$ cat config.mk
export PLATFORM = sky130hd
export DESIGN_NAME = pipelined_rca
export DESIGN_NICKNAME = d
export VERILOG_FILES = /design/src/rtl/arith_pkg.sv /design/src/rtl/fa.sv /design/src/rtl/rca_chunk.sv /design/src/rtl/pipelined_rca.sv
export SDC_FILE = /design/constraint.sdc
export NUM_CORES = 1
export LEC_CHECK = 0
export ABC_CLOCK_PERIOD_IN_PS = 3700
export CAP_MARGIN = 20
export CORE_MARGIN = 5
export CORE_UTILIZATION = 40
export CTS_BUF_LIST = sky130_fd_sc_hd__clkbuf_8
export CTS_CLUSTER_DIAMETER = 120
export DETAILED_ROUTE_END_ITERATION = 16
export PLACE_DENSITY = 0.61
export SLEW_MARGIN = 10
export SYNTH_ARGS = -nofsm -noshare
export SYNTH_HDL_FRONTEND = slang
export SYNTH_HIERARCHICAL = 1
export SYNTH_SLANG_ARGS = --single-unit
$ cat constraint.sdc
create_clock -name clk -period 3.7 [get_ports clk]
set_input_delay 0.925 -clock clk [delete_from_list [all_inputs] [get_ports clk]]
set_output_delay 0.925 -clock clk [all_outputs]
set_load 0.05 [all_outputs]
$ cat src/rtl/arith_pkg.sv
// Shared arithmetic helpers for the pipelined adder family.
// Covers sizing functions and the parameter legality check used at elaboration.
package arith_pkg;

  function automatic int clog2(input int value);
    int result;
    int rem;
    result = 32'sd0;
    rem    = value - 32'sd1;
    while (rem > 32'sd0) begin
      result = result + 32'sd1;
      rem    = rem >>> 1;
    end
    return result;
  endfunction

  function automatic int chunk_width(input int width, input int stages);
    return width / stages;
  endfunction

  // Legal only when every stage gets an equal, non-empty chunk.
  function automatic bit width_ok(input int width, input int stages);
    return (stages >= 32'sd1) && (width >= stages) && ((width % stages) == 32'sd0);
  endfunction

endpackage

$ cat src/rtl/fa.sv
// Single-bit full adder cell; the building block of every ripple chunk.
module fa (
  input  logic a,
  input  logic b,
  input  logic ci,
  output logic s,
  output logic co
);

  assign s  = a ^ b ^ ci;
  assign co = (a & b) | (ci & (a ^ b));

endmodule

$ cat src/rtl/rca_chunk.sv
// Combinational W-bit ripple adder built from fa cells.
// Also exposes the carry into the MSB so the final stage can derive signed overflow.
module rca_chunk #(
  parameter int W = 4
) (
  input  logic [W-1:0] a,
  input  logic [W-1:0] b,
  input  logic         ci,
  output logic [W-1:0] s,
  output logic         co,
  output logic         c_msb_in
);

  logic [W:0] c_s;

  assign c_s[0] = ci;

  for (genvar i = 0; i < W; i++) begin : g_fa
    fa u_fa (
      .a  (a[i]),
      .b  (b[i]),
      .ci (c_s[i]),
      .s  (s[i]),
      .co (c_s[i+1])
    );
  end

  assign co       = c_s[W];
  assign c_msb_in = c_s[W-1];

endmodule

$ cat src/rtl/pipelined_rca.sv
// Pipelined ripple-carry adder/subtractor: one CHUNK-bit ripple per stage, carry registered between stages.
// Operand skew shrinks and sum deskew grows stage by stage so the last stage holds an aligned result.
module pipelined_rca
  import arith_pkg::*;
#(
  parameter int WIDTH  = 16,
  parameter int STAGES = 4
) (
  input  logic             clk,
  input  logic             rst,
  input  logic             in_valid,
  output logic             in_ready,
  input  logic [WIDTH-1:0] a,
  input  logic [WIDTH-1:0] b,
  input  logic             cin,
  input  logic             sub,
  output logic             out_valid,
  input  logic             out_ready,
  output logic [WIDTH-1:0] sum,
  output logic             cout,
  output logic             ovf,
  output logic [WIDTH:0]   out
);

  localparam int CHUNK = chunk_width(WIDTH, STAGES);

  if (!width_ok(WIDTH, STAGES)) begin : g_param_check
    $fatal(1, "pipelined_rca: WIDTH must be a non-zero multiple of STAGES");
  end

  logic en_s;

  // The whole pipe moves as one; only a held result at the output can stall it.
  assign en_s     = !out_valid || out_ready;
  assign in_ready = en_s;

  for (genvar k = 0; k < STAGES; k++) begin : g_stage
    localparam int REM = WIDTH - k * CHUNK;
    localparam int SW  = (k + 1) * CHUNK;

    logic [REM-1:0]   a_s;
    logic [REM-1:0]   b_s;
    logic             ci_s;
    logic             v_in_s;
    logic [CHUNK-1:0] s_s;
    logic             co_s;
    logic             cm_s;
    logic [SW-1:0]    s_nx_s;
    logic [SW-1:0]    s_r;
    logic             v_r;
    logic             c_r;

    if (k == 0) begin : g_in
      assign a_s    = a;
      assign b_s    = sub ? ~b : b;
      assign ci_s   = sub ? 1'b1 : cin;
      assign v_in_s = in_valid;
      assign s_nx_s = s_s;
    end else begin : g_in
      assign a_s    = g_stage[k-1].g_skew.a_r;
      assign b_s    = g_stage[k-1].g_skew.b_r;
      assign ci_s   = g_stage[k-1].c_r;
      assign v_in_s = g_stage[k-1].v_r;
      assign s_nx_s = {s_s, g_stage[k-1].s_r};
    end

    rca_chunk #(.W(CHUNK)) u_chunk (
      .a        (a_s[CHUNK-1:0]),
      .b        (b_s[CHUNK-1:0]),
      .ci       (ci_s),
      .s        (s_s),
      .co       (co_s),
      .c_msb_in (cm_s)
    );

    // Valid follows en; data loads only behind a valid upstream beat so bubbles keep the last result.
    always_ff @(posedge clk) begin
      if (rst) begin
        v_r <= 1'b0;
        c_r <= 1'b0;
        s_r <= {SW{1'b0}};
      end else if (en_s) begin
        v_r <= v_in_s;
        if (v_in_s) begin
          c_r <= co_s;
          s_r <= s_nx_s;
        end
      end
    end

    if (k < STAGES - 1) begin : g_skew
      logic [REM-CHUNK-1:0] a_r;
      logic [REM-CHUNK-1:0] b_r;

      // Higher operand chunks wait here until their stage comes up.
      always_ff @(posedge clk) begin
        if (rst) begin
          a_r <= {(REM-CHUNK){1'b0}};
          b_r <= {(REM-CHUNK){1'b0}};
        end else if (en_s && v_in_s) begin
          a_r <= a_s[REM-1:CHUNK];
          b_r <= b_s[REM-1:CHUNK];
        end
      end
    end

    if (k == STAGES - 1) begin : g_ovf
      logic ovf_r;

      // Signed overflow: carry into the MSB disagrees with carry out of it.
      always_ff @(posedge clk) begin
        if (rst) begin
          ovf_r <= 1'b0;
        end else if (en_s && v_in_s) begin
          ovf_r <= cm_s ^ co_s;
        end
      end
    end else begin : g_no_ovf
      logic unused_s;
      assign unused_s = cm_s;
    end
  end

  assign out_valid = g_stage[STAGES-1].v_r;
  assign sum       = g_stage[STAGES-1].s_r;
  assign cout      = g_stage[STAGES-1].c_r;
  assign ovf       = g_stage[STAGES-1].g_ovf.ovf_r;
  assign out       = {cout, sum};

endmodule

==> impl_metrics.yaml, run 1 <==
placed_design:
  portBuffers: 74
  gp_congestion: 0.7373
  pre_cts_slack_ps: -33.16
  placed_cell_area_sq_um: 4835
  dp_hpwl_um: 5862
final_layout:
  drive_above_1_share_pct: 5.128
  diodes: 0
  nets: 556
  design_area_sq_um: 5019
  final_cell_mix: "dfxtp_1 (97), a21oi_1 (93), nand3_1 (76), clkdlybuf4s50_1 (72), o21ai_0 (66)"
  synthToLayoutAreaGrowth_pct: 17.11
  layout_commonest_cell: "dfxtp_1"
synth:
  synth_top_area_share_pct: 45.31
  synth_fp_nets: 531
  synth.area.top_cells: "dfxtp_1 (45%), a21oi_1 (11%), nand3_1 (8.9%)"
  ys_seq_area_share_pct: 45.31
  yosysWarnings: 6
  yosys.area.top_type: "dfxtp_1"
  syn_area_sq_um: 4285
  synth_cell_type_count: 25
  post_synth.cell_area_avg_sq_um: 8.984
  synth-seq-cells: 97
  syn_inst: 477
die:
  start_util_pct: 41.32
  fp-row-count: 37
  fp.dieH_um: 113.5
  io_pins: 75
  die_x_um: 113.5
  core_area_sq_um: 10370
  die_area_sq_um: 12880
detailed_routing:
  wirelength_um: 8781
  detail-route-antenna-nets: 0
  drt-wirelength-per-cell_um: 13.66
  drc: 0
  drt_iter0_drc: 153
  dr.pass1.iters: 4
  vias: 3278
  via_per_inst: 5.098
timing:
  tightestPinTransition_ps: 887.3
  rsz0062_at_grt: "no"
  finalSetupViolations: 0
  skew_ps: 7.944
  finalCriticalPeriod_ps: 3341
  timing.fmax_ghz: 0.2993
  slew_viol_final: 0
  setup_tns_ps: 0
  maxSlewHeadroom_pct: 40.85
  layout_setup_ws_ps: 358.6
  finalCritPeriodShare_pct: 90.31
  hold_viol_final: 0
worst_setup_path:
  cp.required_ps: 3990
  critical_path_class: "input port to flip-flop"
  crit_family: "adder cells"
  crit_path_end_kind: "flip-flop"
  path_buf_inv: 1
  critPathLaunchType: "input port"
  regToRegSetupSlack_ps: 1130
  worst-path-max-fanout: 4
  slowest_stage: "clkdlybuf4s50_1"
  worstPathCellList: "clkdlybuf4s50_1 > or2_2 > fa_1 > fa_1 > fa_1 > fa_1 > nand3_1 > a21oi_1"
  crit_arrival_ps: 3630
  crit_path_max_incr_delay_ps: 500
  cp_common_cell: "fa_1"
job:
  drv_cap: 0
clock_network:
  cts_setup_buffers: 0
  post_cts_resized: 0
  clockBufferDepth: 2
  htree_levels: 3
  cts_hold_buf: 0
  cts_tree: "built"
  clk_latency_ps: 360
  clock-sinks: 97
  numCtsBuffers: 9
  path_clk_slew_ps: 90
  cts_root_buf: "clkbuf_8"
grt:
  grt_pass1_wl_um: 14770
  globalRouteOverflowTotal: 0
  antenna_found_initial: 0
  grt_pass1_vias: 3121
  grtUsageTotal_pct: 13.73
  grt_max_degree: 95
run_status:
  status: "complete, no violations"
worst_hold_path:
  hold_class: "flip-flop to flip-flop"
power:
  ir_worst_vdd_mv: 0.1671
  p_total_w: 0.001932
  p_per_area_nw_per_um2: 385.0
  p_leak_nw: 1.688
==> cells in the mapped netlist <==
library cell   n
dfxtp_1       97
a21oi_1       93
nand3_1       76
o21ai_0       66
buf_4         20
fa_1          16
clkbuf_1      15
xnor2_1       13
a211oi_1      12
buf_1         10
o21ai_1       10
buf_2          9
buf_6          8
nand2_1        6
nand2b_1       6
inv_1          4
mux2i_1        4
xor2_1         4
clkbuf_2       2
a311oi_1       1
buf_8          1
inv_4          1
nor2_1         1
nor2b_4        1
or2_2          1
==> logic make-up (layout without fill, tap and decap cells) <==
| group | count (synthesis) | after routing | share of synthesized area, % |
|---|---|---|---|
| xor+xnor | 17 | 17 | 3.474 |
| flops | 97 | 97 | 45.31 |
| mux | 4 | 4 | 0.9343 |
| simple gates | 91 | 91 | 10.83 |
| fa+ha+maj | 16 | 16 | 7.475 |
| compound gates | 182 | 182 | 22.04 |
| buf+inv | 70 | 100 | 9.927 |
==> worst paths after layout <==
path | cells past startpoint | from | to
worst min register to register | 2 | g_stage[0].g_skew.a_r[11] | g_stage[0].g_skew.a_r[11]
worst max register to register | 6 | g_stage[2].g_skew.a_r[0] | ovf
worst min-delay path | 2 | g_stage[0].g_skew.a_r[11] | g_stage[0].g_skew.a_r[11]
worst max-delay path | 8 | sub | g_stage[0].s_r[3]
==> report_power, final <==
group / internal (W) / total [W] / leakage [nW] / switching [W]
logic: 0.0000908 / 0.000184 / 0.807 / 0.0000937
registers: 0.00108 / 0.00111 / 0.789 / 0.0000296
clock network: 0.000256 / 0.000638 / 0.0912 / 0.000381
==> final cells by class <==
| cell class | instances | area, sq um |
|---|---|---|
| Timing Repair Buffer | 79 | 783.3 |
| Fill cell | 1048 | 5351 |
| Inverter | 5 | 21.27 |
| Clock buffer | 9 | 123.9 |
| Clock inverter | 7 | 60.06 |
| Multi-Input combinational cell | 310 | 1918 |
| Tap cell | 136 | 170.2 |
| Sequential cell | 97 | 1942 |
==> worst register-to-register path: cells and delay by family, from the launching register on <==
family	cells	cell delay (ps)
fa+ha+maj	4	1750
xor+xnor	1	140
compound gates	1	250
flops	1	350
==> state kept, by name, indices dropped and copies added, names as in the netlist <==
| register | cells |
|---|---|
| cout | 1 |
| g_stage.c_r | 3 |
| g_stage.g_skew.a_r | 24 |
| g_stage.g_skew.b_r | 24 |
| g_stage.s_r | 24 |
| g_stage.v_r | 3 |
| out_valid | 1 |
| ovf | 1 |
| sum | 16 |
==> routing by layer <==
layer	track usage (%)	share of wire (%)	up-vias
li1	-	-	1708
met1	18.40	48	1471
met2	21.79	45	93
met3	3.130	6.2	6
met4	4.808	0.74	0
met5	0	0	-
==> stage by stage <==
| step | hold WS, ps | util [%] | instances |
|---|---|---|---|
| floorplan | 444.7 | - | 477 |
| global placement | 459.4 | 46.62 | 627 |
| detailed placement | 468.0 | 46.62 | 627 |
| CTS | 482.4 | 48.40 | 643 |
| global route | 501.6 | 48.40 | 643 |
| finish | 480.3 | 48.40 | 643 |
(Power assumes the default switching activity.)
==> run 2: changes to the inputs <==
--- a/config.mk
+++ b/config.mk
@@ -6,7 +6,6 @@
 export NUM_CORES = 1
 export LEC_CHECK = 0
 export ABC_CLOCK_PERIOD_IN_PS = 3700
-export CAP_MARGIN = 20
 export CORE_MARGIN = 5
 export CORE_UTILIZATION = 40
 export CTS_BUF_LIST = sky130_fd_sc_hd__clkbuf_8
==> results of run 2 <==
Final layout, timing and power as in run 1 (identical DEF).
==> run 3: changes to the inputs <==
--- a/config.mk
+++ b/config.mk
@@ -7,11 +7,11 @@
 export LEC_CHECK = 0
 export ABC_CLOCK_PERIOD_IN_PS = 3700
 export CORE_MARGIN = 5
-export CORE_UTILIZATION = 40
+export CORE_UTILIZATION = 35
 export CTS_BUF_LIST = sky130_fd_sc_hd__clkbuf_8
 export CTS_CLUSTER_DIAMETER = 120
 export DETAILED_ROUTE_END_ITERATION = 16
-export PLACE_DENSITY = 0.61
+export PLACE_DENSITY = 0.55
 export SLEW_MARGIN = 10
 export SYNTH_ARGS = -nofsm -noshare
 export SYNTH_HDL_FRONTEND = slang
==> impl_metrics.yaml, run 3 (same netlist as run 1, synthesis figures left out) <==
timing:
  rsz0062_at_grt: "no"
  skew_ps: 9.579
  tightestPinTransition_ps: 922.1
  finalCriticalPeriod_ps: 3385
  finalSetupViolations: 0
  maxSlewHeadroom_pct: 38.53
  slew_viol_final: 0
  finalCritPeriodShare_pct: 91.48
  timing.fmax_ghz: 0.2955
  layout_setup_ws_ps: 315.4
  hold_viol_final: 0
clock_network:
  clock-sinks: 97
  cts_tree: "built"
  cts_setup_buffers: 0
  clockBufferDepth: 2
  clk_latency_ps: 360
  numCtsBuffers: 9
  cts_hold_buf: 0
  htree_levels: 3
  cts_root_buf: "clkbuf_8"
  post_cts_resized: 0
  path_clk_slew_ps: 90
worst_setup_path:
  worstPathCellList: "clkdlybuf4s50_1 > or2_2 > fa_1 > fa_1 > fa_1 > fa_1 > nand3_1 > a21oi_1"
  slowest_stage: "clkdlybuf4s50_1"
  crit_path_end_kind: "flip-flop"
  cp.required_ps: 3990
  critPathLaunchType: "input port"
  critical_path_class: "input port to flip-flop"
  crit_arrival_ps: 3680
  cp_common_cell: "fa_1"
  worst-path-max-fanout: 4
  crit_path_max_incr_delay_ps: 510
placed_design:
  dp_hpwl_um: 6338
  pre_cts_slack_ps: -69.63
  placed_cell_area_sq_um: 4851
  portBuffers: 74
  gp_congestion: 0.7102
final_layout:
  area.sequential_sq_um: 1942
  layout_commonest_cell: "dfxtp_1"
  final_cell_mix: "dfxtp_1 (97), a21oi_1 (93), nand3_1 (76), clkdlybuf4s50_1 (72), o21ai_0 (66)"
  multiInputGateArea_sq_um: 1918
  drive_above_1_share_pct: 5.108
  fill_cells: 1245
  top_regs: "g_stage.g_skew.a_r: 24 flops, g_stage.g_skew.b_r: 24 flops, g_stage.s_r: 24 flops"
  postLayoutCoreUtil_pct: 42.23
  diodes: 0
  nets: 558
  synthToLayoutAreaGrowth_pct: 18.36
  design_area_sq_um: 5072
grt:
  grt_pass1_vias: 3343
  grtUsageTotal_pct: 13.23
  antenna_found_initial: 0
  grt_pass1_wl_um: 15980
  globalRouteOverflowTotal: 0
  grt_max_degree: 95
run_status:
  status: "complete, no violations"
power:
  p_leak_nw: 1.717
  ir_worst_vdd_mv: 0.1778
  p_per_area_nw_per_um2: 403.3
  p_total_w: 0.002045
job:
  drv_cap: 0
worst_hold_path:
  hold_class: "flip-flop to flip-flop"
detailed_routing:
  wirelength_um: 9373
  via_per_inst: 5.110
  drt-wirelength-per-cell_um: 14.29
  vias: 3352
  drc: 0
  dr.pass1.iters: 4
  drt_iter0_drc: 234
  detail-route-antenna-nets: 0
die:
  start_util_pct: 35.68
  fp-row-count: 40
  die_x_um: 120.7
  core_area_sq_um: 12010
  fp.dieH_um: 120.7
  io_pins: 75
  die_area_sq_um: 14560
-- run 3: per-layer routing --
layer | up-vias | global-route usage [%] | routed length [um]
met5 | - | 0 | 0
met4 | 0 | 4.887 | 148
met3 | 12 | 2.853 | 548
met2 | 105 | 20.29 | 3904
met1 | 1536 | 18.30 | 4772
li1 | 1699 | - | -
-- run 3: cell type report --
cell class              count  share of cell area [%]
inverters                   5                  0.4193
multi-input cells         310                   37.81
clock inverters             6                   1.653
well taps                 147                   3.626
repair buffers             81                   15.49
clock buffers              10                   2.713
flip-flops and latches     97                   38.28
-- run 3: path summary, 6_finish.rpt --
path                              from                  endpoint  slack (ps)  cells past startpoint
max reg2reg   g_stage[2].g_skew.a_r[0]                       ovf        1130                      6
min reg2reg  g_stage[0].g_skew.a_r[11]  g_stage[1].g_skew.a_r[7]         470                      2
min          g_stage[0].g_skew.a_r[11]  g_stage[1].g_skew.a_r[7]         470                      2
max                                sub         g_stage[0].s_r[3]         320                      8
-- run 3: per-stage QoR --
stage          TNS [ps]  std cells  hold slack (ps)
6_report              0        656            472.5
3_3_place_gp     -27.00        640            461.0
3_5_place_dp     -69.63        640            465.0
5_1_grt               0        656            501.7
2_1_floorplan         0        477            444.7
4_1_cts               0        656            478.2
-- run 3: worst max-delay path: cells and delay by family --
family                   cells  cell delay, ps
AO/OA/AOI/OAI                1             150
AND/OR/NAND/NOR              2             420
adder cells (fa/ha/maj)      4            1670
buffers and inverters        1             510
-- run 3: power by group --
part	internal, W	leakage (nW)	switching, W
Sequential	0.00108	0.789	0.0000295
Clock	0.000396	0.115	0.000352
Combinational	0.0000906	0.812	0.0000975
Total	0.00157	1.72	0.000479
